$ cat src/rtl/regfile_write_arbiter.sv
// Write-port arbiter and busy scoreboard for the 32 x 32-bit register file.
// Two writeback sources (ALU, memory load) compete for the single write port;
// a one-bit round-robin pointer picks the winner and the write is registered
// onto w_en/w_sel/d. A per-register busy vector lets decode stall on operands
// whose writes have not landed yet. R31 reads as zero: never written, never busy.
//
// Handshake (both sources): a transfer happens at a rising edge where
// valid && ready. A source holds sel/data stable while valid is high and not
// yet accepted. ready depends only on reset, the other source's valid and the
// priority pointer -- never on the source's own valid -- so at most one
// transfer occurs per cycle and the loser waits at most one cycle.
module regfile_write_arbiter (
  input  logic        clk,
  input  logic        reset,
  input  logic        alu_valid,
  input  logic [4:0]  alu_sel,
  input  logic [31:0] alu_data,
  output logic        alu_ready,
  input  logic        mem_valid,
  input  logic [4:0]  mem_sel,
  input  logic [31:0] mem_data,
  output logic        mem_ready,
  input  logic        rsv_en,
  input  logic [4:0]  rsv_sel,
  input  logic [4:0]  a_sel,
  input  logic [4:0]  b_sel,
  output logic        a_busy,
  output logic        b_busy,
  output logic        w_en,
  output logic [4:0]  w_sel,
  output logic [31:0] d
);

  typedef enum logic {
    PRIO_ALU = 1'b0,
    PRIO_MEM = 1'b1
  } prio_t;

  localparam logic [4:0] ZERO_REG = 5'd31;

  prio_t       prio;
  prio_t       prio_nxt;
  logic        alu_xfer;
  logic        mem_xfer;
  logic [31:0] busy;
  logic [31:0] busy_nxt;

  // Grant decode: readies and the resulting transfers for this cycle.
  always_comb begin
    alu_ready = !reset && (!mem_valid || (prio == PRIO_ALU));
    mem_ready = !reset && (!alu_valid || (prio == PRIO_MEM));
    alu_xfer  = alu_valid && alu_ready;
    mem_xfer  = mem_valid && mem_ready;
  end

  // Pointer next state: hand priority to the source that did not win.
  always_comb begin
    prio_nxt = prio;
    if (alu_xfer) begin
      prio_nxt = PRIO_MEM;
    end else if (mem_xfer) begin
      prio_nxt = PRIO_ALU;
    end
  end

  // Priority pointer register.
  always_ff @(posedge clk) begin
    if (reset) begin
      prio <= PRIO_ALU;
    end else begin
      prio <= prio_nxt;
    end
  end

  // Write stage: register the winning write; a write to R31 is acknowledged
  // but never enabled. With no transfer, select and data hold.
  always_ff @(posedge clk) begin
    if (reset) begin
      w_en  <= 1'b0;
      w_sel <= 5'd0;
      d     <= 32'd0;
    end else if (alu_xfer) begin
      w_en  <= (alu_sel != ZERO_REG);
      w_sel <= alu_sel;
      d     <= alu_data;
    end else if (mem_xfer) begin
      w_en  <= (mem_sel != ZERO_REG);
      w_sel <= mem_sel;
      d     <= mem_data;
    end else begin
      w_en  <= 1'b0;
    end
  end

  // Scoreboard next state: clear on the landing write, then apply the new
  // reservation so a same-edge reservation of the same register survives.
  always_comb begin
    busy_nxt = busy;
    if (w_en) begin
      busy_nxt[w_sel] = 1'b0;
    end
    if (rsv_en && (rsv_sel != ZERO_REG)) begin
      busy_nxt[rsv_sel] = 1'b1;
    end
    busy_nxt[31] = 1'b0;
  end

  // Scoreboard register; reset drops every reservation.
  always_ff @(posedge clk) begin
    if (reset) begin
      busy <= 32'd0;
    end else begin
      busy <= busy_nxt;
    end
  end

  // Operand busy lookups, no bypass.
  always_comb begin
    a_busy = busy[a_sel];
    b_busy = busy[b_sel];
  end

endmodule

$ cat config.mk
export PLATFORM = sky130hd
export DESIGN_NAME = regfile_write_arbiter
export DESIGN_NICKNAME = d
export VERILOG_FILES = /design/src/rtl/regfile_write_arbiter.sv
export SDC_FILE = /design/constraint.sdc
export NUM_CORES = 1
export LEC_CHECK = 0
export ABC_AREA = 1
export CORE_UTILIZATION = 49
export CTS_CLUSTER_SIZE = 28
export DETAILED_ROUTE_END_ITERATION = 12
export HOLD_SLACK_MARGIN = 0.03
export PLACE_DENSITY = 0.86
export SYNTH_ARGS = -nofsm -noshare
export SYNTH_HDL_FRONTEND = slang
export SYNTH_SLANG_ARGS = --single-unit
$ cat constraint.sdc
create_clock -name clk -period 2.6 [get_ports clk]
set_input_delay 0.65 -clock clk [delete_from_list [all_inputs] [get_ports clk]]
set_output_delay 0.65 -clock clk [all_outputs]
set_load 0.05 [all_outputs]
---- Word level (Yosys, flattened, before mapping) ----
Cells that the tools add are included.
operators by class
  $add $sub $neg .......................... 0
  multipliers ............................. 0
  div/mod/pow operators ................... 0
  $lt $le $gt $ge ......................... 6
  equality and inequality tests ........... 3
  shift-type cells ........................ 0
  mux-type cells .......................... 18
  bitwise operators ....................... 4
  reduce and logical (&&, ||, !) cells .... 13
operators by type and width
  operator                                                            count
  2-to-1 mux 32 bit                                                   2
  2-to-1 mux 31 bit                                                   2
  bitwise AND 31 bit                                                  1
  inverter 31 bit                                                     1
  bitwise OR 31 bit                                                   1
  < comparator 5 x 6 -> 1 bit (second input constant)                 4
  inequality test 5 bit (second input constant)                       3
  binary-select mux 1 bit (select 5 bit)                              2
  demux 1 bit (select 5 bit)                                          2
  greater-or-equal comparator 5 x 1 -> 1 bit (second input constant)  2
  2-to-1 mux 5 bit                                                    2
  2-to-1 mux 1 bit                                                    8
  logical AND 1 bit                                                   7
  zero test 1 bit                                                     3
  logical OR 1 bit                                                    2
  nonzero test 2 bit                                                  1
  inverter 1 bit                                                      1
word-level totals
  flip-flop bits (word level) ............. 70
  bits in latches ......................... 0
  bits in writable memories ............... 0
  ROM bits ................................ 0
  input bits .............................. 94
  output and inout port bits .............. 42
  word-level logic and storage cells ...... 49
  memories kept ........................... 0

---- Depth between registers and ports, before layout ----
Gate-level depths: netlist (run 1).
  word-level depth ........................ 9
  mapped depth ............................ 11
  gate-level depth less buffers ........... 9

---- Worst setup path after synthesis (run 1) ----
OpenSTA, ideal clock, no wires.
  kind .................................... input-to-output
  start ................................... input a_sel[0]
  end ..................................... output a_busy
  arrival ................................. 1.748 ns
  data required time ...................... 1.950 ns
  setup slack ............................. 0.202 ns
  stages on the path ...................... 11
  buffers on the path ..................... 2
  cells stage by stage .................... buf_2 inv_1 buf_4 nand2_1 nand3_1 nand3_1 nand2_1 nand2_1 nand2_1 nand2_1 nand2_1
between the ends
  cells in the longest elaborated chain, start to end .. 2
ends and longest elaborated chain
  what                                    RTL line  text
  from (decl)                             25        input logic [4:0] a_sel,
  binary-select mux 1 bit (select 5 bit)  119       a_busy = busy[a_sel];
  2-to-1 mux 1 bit (not written as such)  119
  to (decl)                               27        output logic a_busy,
Every way passes these cells. The select of a mux whose other input is x is not followed.

---- Final worst setup path (run 1) ----
  start ................................... input a_sel[2]
  end ..................................... output a_busy
Same word-level chain as after synthesis.

==> results of run 1 <==
## critical path: cells and delay by family
family,cells,cell delay [ps]
simple gates,6,390
buf+inv,3,870
## layer usage
layer	wire [um]	vias to the layer above
li1	-	2185
met5	0	-
met2	6200	219
met3	1060	37
met4	508	0
met1	4850	2031
## stage by stage
stage / instance area, um^2 / power [uW] / setup TNS [ps] / cells
2_1_floorplan: 3910 / 1610 / 0 / 589
3_3_place_gp: 5340 / 1920 / -252 / 808
3_5_place_dp: 5340 / 1940 / -344 / 808
4_1_cts: 5520 / 2650 / 0 / 825
5_1_grt: 5520 / 2760 / -61.4 / 825
6_report: 5520 / 2650 / 0 / 825
## kinds of logic (layout without fill, tap and decap cells)
| logic type | Yosys count | in the layout |
|---|---|---|
| AO/OA/AOI/OAI | 140 | 140 |
| buffers and inverters | 93 | 227 |
| AND/OR/NAND/NOR | 286 | 286 |
| flip-flops | 70 | 70 |
## sequential cells by signal, summed over array words and instances (netlist names)
name,flops
d,32
busy,31
w_sel,5
prio,1
w_en,1
## synthesized netlist by cell type, types with 4 or more instances
master,number
nand2_1,152
dfxtp_1,70
nand3_1,62
inv_1,61
o21ai_0,60
nor2_1,41
a21oi_1,40
nand2_2,13
o21ai_1,12
buf_2,11
o211ai_2,11
a21oi_2,10
nor3_1,9
o211ai_1,7
buf_6,6
clkbuf_1,6
buf_4,5
nor3_2,4
## power by group
| group | switching [uW] | internal, uW | total (uW) |
|---|---|---|---|
| sequential | 36.6 | 1120 | 1160 |
| combinational | 447 | 316 | 763 |
| clock | 396 | 334 | 730 |
| total | 880 | 1770 | 2650 |
## timing repair
| item | in CTS | in global routing |
|---|---|---|
| buffers inserted | 0 | 0 |
| endpoints found under the hold margin | 0 | 0 |
| pin swaps | 0 | 0 |
| cloned | 2 | 0 |
| endpoints found under the setup margin | 2 | 2 |
| resized for setup | 11 | 6 |
## worst min path at each step
stage	end	slack, ps
3_3_place_gp	d[9]$_SDFFE_PP0P_	450
2_1_floorplan	prio$_SDFFE_PP0P_	440
6_report	d[9]$_SDFFE_PP0P_	470
5_1_grt	d[30]$_SDFFE_PP0P_	500
4_1_cts	d[10]$_SDFFE_PP0P_	470
3_5_place_dp	d[10]$_SDFFE_PP0P_	460
## cell type report
type | instances | area [um^2] | share of cell area, %
Multi-Input combinational cell | 426 | 2080 | 37.6
Timing Repair Buffer | 148 | 1500 | 27.2
Sequential cell | 70 | 1400 | 25.4
Inverter | 62 | 240 | 4.35
Clock buffer | 10 | 128 | 2.31
Tap cell | 102 | 128 | 2.31
Clock inverter | 5 | 27.5 | 0.499
Timing Repair inverter | 2 | 15.0 | 0.272
==> flow_metrics.py, run 1 <==
metrics = {
    "floorplanning": {
        "die_area_mm2": 0.00834,
        "core_mm2": 0.00773,
        "ios": 136,
        "rows": 32,
        "die_y_um": 91.3,
        "initial_utilization_pct": 50.6,
        "die_w_um": 91.3,
    },
    "cells_and_area": {
        "utilization_pct": 71.4,
        "diodes": 0,
        "finalNetCount": 813,
        "drive_gt1_share_pct": 11.2,
        "final.fill_count": 622,
        "area_delta_synth_final_pct": 41.3,
        "final_cell_mix": "152 x nand2_1, 127 x clkdlybuf4s50_1, 70 x dfxtp_1",
        "final_common_cell": "nand2_1",
    },
    "grt": {
        "met3_usage_pct": 5.95,
        "grtUsageMet2_pct": 54.0,
        "grt_pass1_vias": 4337,
        "busiest_layer": "met2",
        "grt_pass1_wl_um": 20700,
        "grt.overflow.total": 0,
        "antenna_found_initial": 0,
        "grtUsageTotal_pct": 31.3,
        "grt_max_degree": 56,
        "grt_use_met1_pct": 36.3,
    },
    "sta": {
        "skew_ps": 7.35,
        "hold_violations": 0,
        "timing.hold.ws_ps": 469,
        "slew_headroom_pct": 54.7,
        "finalCriticalPeriod_ps": 2570,
        "worst_pin_slew_ps": 676,
        "setup_violations": 0,
        "rsz0062_at_grt": "true",
        "setup_slack_ps": 30.5,
        "slew_viol_final": 0,
        "fmax_ghz": 0.389,
        "period_share_pct": 98.8,
    },
    "critical_path": {
        "r2r_slack_ps": 1070,
        "r2r_start": "prio$_SDFFE_PP0P_",
        "r2r_cells": 8,
        "start_kind": "primary input",
        "slowest_delay_ps": 580,
        "r2r-end": "w_sel[4]$_SDFFE_PP0P_",
        "arrival_ps": 1920,
        "worstSetupEndpointType": "primary output",
        "path_cells": "clkdlybuf4s50_1 -> inv_1 -> nand3_1 -> nand2_1 -> nand2_1 -> nand2_1 -> nand2_1 -> nand2_1 -> buf_12",
        "worstSetupPathType": "in -> out",
        "path_max_fanout": 5,
        "endpoint": "a_busy",
        "cpMostUsedCell": "nand2_1",
        "critical_path.startpoint": "a_sel[2]",
        "cp_slowest_cell": "clkdlybuf4s50_1",
        "crit_required_ps": 1950,
    },
    "synth": {
        "synth_top_family_by_area": "simple AND/OR/NAND/NOR gates",
        "synth_nets": 683,
        "synth-compound-area-share_pct": 21.5,
        "avgSynthCellArea_um2": 6.63,
        "synth_top_area_cell": "dfxtp_1",
        "synth_mux_area_share_pct": 0,
        "yosys.area_share.simple_pct": 31.7,
        "synth_seq_area_share_pct": 35.9,
        "synth.distinct_cells": 25,
        "yosysTopAreaCellShare_pct": 35.9,
        "yosys_warnings": 0,
        "synth.cell_area_mm2": 0.00391,
        "synth_area_leaders": "dfxtp_1 36%, nand2_1 15%, nand3_1 7.9%",
        "synth_edf_count": 0,
        "synth_xor_area_share_pct": 0,
        "synth_cells": 589,
        "synth_flop_cell": "dfxtp_1",
        "synth-async-reset-ratio_pct": 0,
        "synth_fa_ha_area_share_pct": 0,
        "yosys_register_bits": 70,
    },
    "drt": {
        "drt_pre_antenna_iters": 8,
        "routed_wl_um": 12600,
        "detail-route-antenna-nets": 0,
        "drc": 0,
        "wire_per_inst_um": 15.3,
        "vias": 4472,
        "via_per_inst": 5.42,
        "drt_iter0_markers": 357,
    },
    "outcome": {
        "outcome": "finished clean",
    },
    "clock_tree": {
        "clockRootBuffer": "clkbuf_8",
        "cts_tree": "done",
        "cts_buffers": 9,
        "cts.reportedPaths.clkPinSlew_ps": 70,
        "h-tree-depth": 3,
        "cts_sinks": 70,
        "clk_latency_ps": 340,
        "cts_buffer_depth": 2,
        "cts_hold_buf": 0,
    },
    "placed_design": {
        "routabilityCongestion": 0.921,
        "pre_cts_ws_ps": -190,
        "portBuffers": 135,
        "hpwl_um": 9500,
    },
    "hold_path": {
        "worstHoldStart": "d[9]$_SDFFE_PP0P_",
        "hold_class": "reg -> reg",
        "min_path_cells": 2,
    },
    "pwr": {
        "ir_drop_mv": 0.319,
        "p_leak_uw": 0.00215,
        "p_per_area_mw_per_mm2": 481,
    },
    "job": {
        "maxCapViolations": 0,
    },
}
(Power assumes the default switching activity.)
==> run 2: changes to the inputs <==
--- a/config.mk
+++ b/config.mk
@@ -5,8 +5,8 @@
 export SDC_FILE = /design/constraint.sdc
 export NUM_CORES = 1
 export LEC_CHECK = 0
-export ABC_AREA = 1
-export CORE_UTILIZATION = 49
+export ABC_AREA = 0
+export CORE_UTILIZATION = 48
 export CTS_CLUSTER_SIZE = 28
 export DETAILED_ROUTE_END_ITERATION = 12
 export HOLD_SLACK_MARGIN = 0.03
==> run 2 against run 1 <==
Global-route usage is 2.0 points lower. Critical endpoint unchanged. Synthesized cell count is 26% lower. Largest power group unchanged. The run now ends with setup timing left. Via count is 13% lower. Area after synthesis is 7.2% lower.
==> flow_metrics.py, run 2 <==
metrics = {
    "sta": {
        "setup_violations": 1,
        "slew_headroom_pct": 59.9,
        "worst_pin_slew_ps": 601,
        "fmax_ghz": 0.374,
        "totalNegativeSetupSlack_ps": -71.1,
        "timing.hold.ws_ps": 500,
        "slew_viol_final": 0,
        "skew_ps": 7.48,
        "hold_violations": 0,
        "period_share_pct": 103,
        "finalCriticalPeriod_ps": 2670,
        "setup_slack_ps": -71.1,
    },
    "floorplanning": {
        "die_y_um": 88.9,
        "ios": 136,
        "core_mm2": 0.00729,
        "initial_utilization_pct": 49.7,
        "die_w_um": 88.9,
        "rows": 31,
        "die_area_mm2": 0.00790,
    },
    "placed_design": {
        "routabilityCongestion": 0.849,
        "dpl-instance-area_mm2": 0.00508,
        "placed_cells": 647,
        "portBuffers": 135,
        "hpwl_um": 7990,
    },
    "drt": {
        "drc": 0,
        "detail-route-antenna-nets": 0,
        "wl_met2_um": 5710,
        "routed_wl_um": 11400,
        "route.layer.met1.wl_um": 4310,
        "drt_iter0_markers": 385,
        "wl_met3_um": 1130,
        "top_layer": "met4",
        "drt_pre_antenna_iters": 6,
        "via_per_inst": 5.89,
        "vias": 3890,
        "wire_per_inst_um": 17.2,
    },
    "synth": {
        "synth-async-reset-ratio_pct": 0,
        "synth_seq_area_share_pct": 38.7,
        "yosys_register_bits": 70,
        "synth_nets": 527,
        "synth_cells": 433,
        "synth.cell_area_mm2": 0.00362,
        "yosysTopAreaCellShare_pct": 38.7,
        "synth_top_area_cell": "dfxtp_1",
        "synth_flop_cell": "dfxtp_1",
        "synth_area_leaders": "dfxtp_1 39%, a311oi_1 9.7%, mux4_1 8.7%",
        "avgSynthCellArea_um2": 8.37,
        "synth_common_cells": "74 x nand2_1, 70 x dfxtp_1, 41 x nor2_1, 40 x a311oi_1, 40 x nand3_1",
        "yosys_warnings": 0,
        "synthMostInstantiatedCell": "nand2_1",
        "synth_edf_count": 0,
        "synth.distinct_cells": 33,
    },
    "pwr": {
        "ir_drop_mv": 0.382,
        "p_per_area_mw_per_mm2": 543,
        "p_leak_uw": 0.00199,
    },
    "cells_and_area": {
        "postLayoutCellArea_mm2": 0.00530,
        "finalNetCount": 651,
        "utilization_pct": 72.7,
        "area_delta_synth_final_pct": 46.2,
        "top_register": "d",
        "final_common_cell": "clkdlybuf4s50_1",
        "final_cell_count_no_fill": 661,
        "drive_gt1_share_pct": 11.2,
        "top_regs": "d (32), busy (31), w_sel (5)",
        "diodes": 0,
        "largest_reg_flops": 32,
        "final_cell_mix": "123 x clkdlybuf4s50_1, 74 x nand2_1, 70 x dfxtp_1",
    },
    "outcome": {
        "violations": "setup timing",
        "outcome": "complete, but fails checks",
    },
    "clock_tree": {
        "cts_buffers": 9,
        "cts_buffer_depth": 2,
        "clk_latency_ps": 350,
        "cts_tree": "done",
        "cts.reportedPaths.clkPinSlew_ps": 70,
        "clockRootBuffer": "clkbuf_8",
        "h-tree-depth": 3,
        "cts_sinks": 70,
        "post_cts_buffers": 0,
    },
    "critical_path": {
        "r2r-end": "busy[11]$_SDFF_PP0_",
        "r2r_start": "w_sel[3]$_SDFFE_PP0P_",
        "crit_family": "buffers and inverters",
        "r2r_slack_ps": 1110,
        "slowest_delay_ps": 530,
        "cp_slowest_cell": "clkdlybuf4s50_1",
        "worstSetupPathType": "in -> out",
        "start_kind": "primary input",
        "worstSetupEndpointType": "primary output",
        "path_max_fanout": 3,
        "path_cells": "clkdlybuf4s50_1 -> inv_1 -> a311oi_1 -> o211ai_1 -> nand4_1 -> buf_6",
        "crit_required_ps": 1950,
        "critPathBufInv": 3,
        "r2r_cells": 4,
        "arrival_ps": 2020,
    },
    "grt": {
        "grt_max_degree": 58,
        "grt_pass1_wl_um": 17600,
        "grt_pass1_vias": 3751,
        "antenna_found_initial": 0,
        "grt.overflow.total": 0,
        "grtUsageTotal_pct": 29.2,
    },
    "job": {
        "maxCapViolations": 0,
    },
    "hold_path": {
        "worstHoldStart": "d[25]$_SDFFE_PP0P_",
        "holdPathEnd": "d[25]$_SDFFE_PP0P_",
        "hold_class": "reg -> reg",
        "min_path_cells": 2,
    },
}
run 2: cell count changes after synthesis, moves of 11 or more:
| cell | previous run | this run |
|---|---|---|
| o211ai_2 | 11 | 0 |
| mux4_1 | 0 | 12 |
| o21ai_0 | 60 | 31 |
| o21ai_1 | 12 | 0 |
| nand2_1 | 152 | 74 |
| a311oi_1 | 0 | 40 |
| inv_1 | 61 | 3 |
| clkbuf_1 | 6 | 23 |
| nand3_1 | 62 | 40 |
| nand2_2 | 13 | 0 |
run 2: kinds of logic (layout without fill, tap and decap cells):
logic type	Yosys count	in the layout	share of synthesized area (%)
buffers and inverters	43	172	5.73
AO/OA/AOI/OAI	111	111	20.1
flip-flops	70	70	38.7
multiplexers	22	22	11.5
AND/OR/NAND/NOR	187	187	24.0
run 2: worst max-delay path by stage:
| stage | startpoint | to | slack, ps | depth (start not counted) |
|---|---|---|---|---|
| after floorplan | a_sel[1] | a_busy | -100 | 5 |
| after global placement | b_sel[1] | b_busy | -460 | 7 |
| after detailed placement | a_sel[1] | a_busy | -530 | 7 |
| after CTS | a_sel[1] | a_busy | -30 | 7 |
| after global routing | a_sel[3] | a_busy | -130 | 6 |
| final | a_sel[3] | a_busy | -70 | 6 |
run 2: area by class of cell:
class	count	area (um^2)
inverters	3	11.3
well taps	99	124
flip-flops and latches	70	1400
clock inverters	6	85.1
multi-input cells	320	2020
clock buffers	10	138
repair buffers	153	1520
fillers	528	1990
run 2: worst min-delay path: stages, from the launching register on:
cell and delay, ps:
dfxtp_1 310, nor2_1 90, a311oi_1 50
run 2: through the flow:
step                      power (uW)  setup slack [ps]
after floorplan                 1590              -101
after global routing            2970              -132
after CTS                       2880             -32.4
after global placement          1890              -460
after detailed placement        1910              -534
final                           2880             -71.1
run 2: repair_timing:
action / in CTS / in global routing
endpoints found under the setup margin: 2 / 2
resized for setup: 25 / 8
pin swaps: 5 / 3
hold buffers: 0 / 0
gates cloned: 0 / 0
run 2: layer usage:
layer	vias up	track usage, %
met5	-	0
met4	0	12.5
met3	24	9.42
met2	221	51.4
met1	1804	32.6
li1	1841	-
run 2: power by group:
part	internal [uW]	switching [uW]
logic	311	412
registers	1130	41.2
clock network	563	425
total	2000	878
==> run 3: changes to the inputs <==
--- a/config.mk
+++ b/config.mk
@@ -7,6 +7,7 @@
 export LEC_CHECK = 0
 export ABC_AREA = 0
 export CORE_UTILIZATION = 48
+export CTS_CLUSTER_DIAMETER = 50
 export CTS_CLUSTER_SIZE = 28
 export DETAILED_ROUTE_END_ITERATION = 12
 export HOLD_SLACK_MARGIN = 0.03
==> results of run 3 <==
Final layout, timing and power as in run 2 (identical DEF).
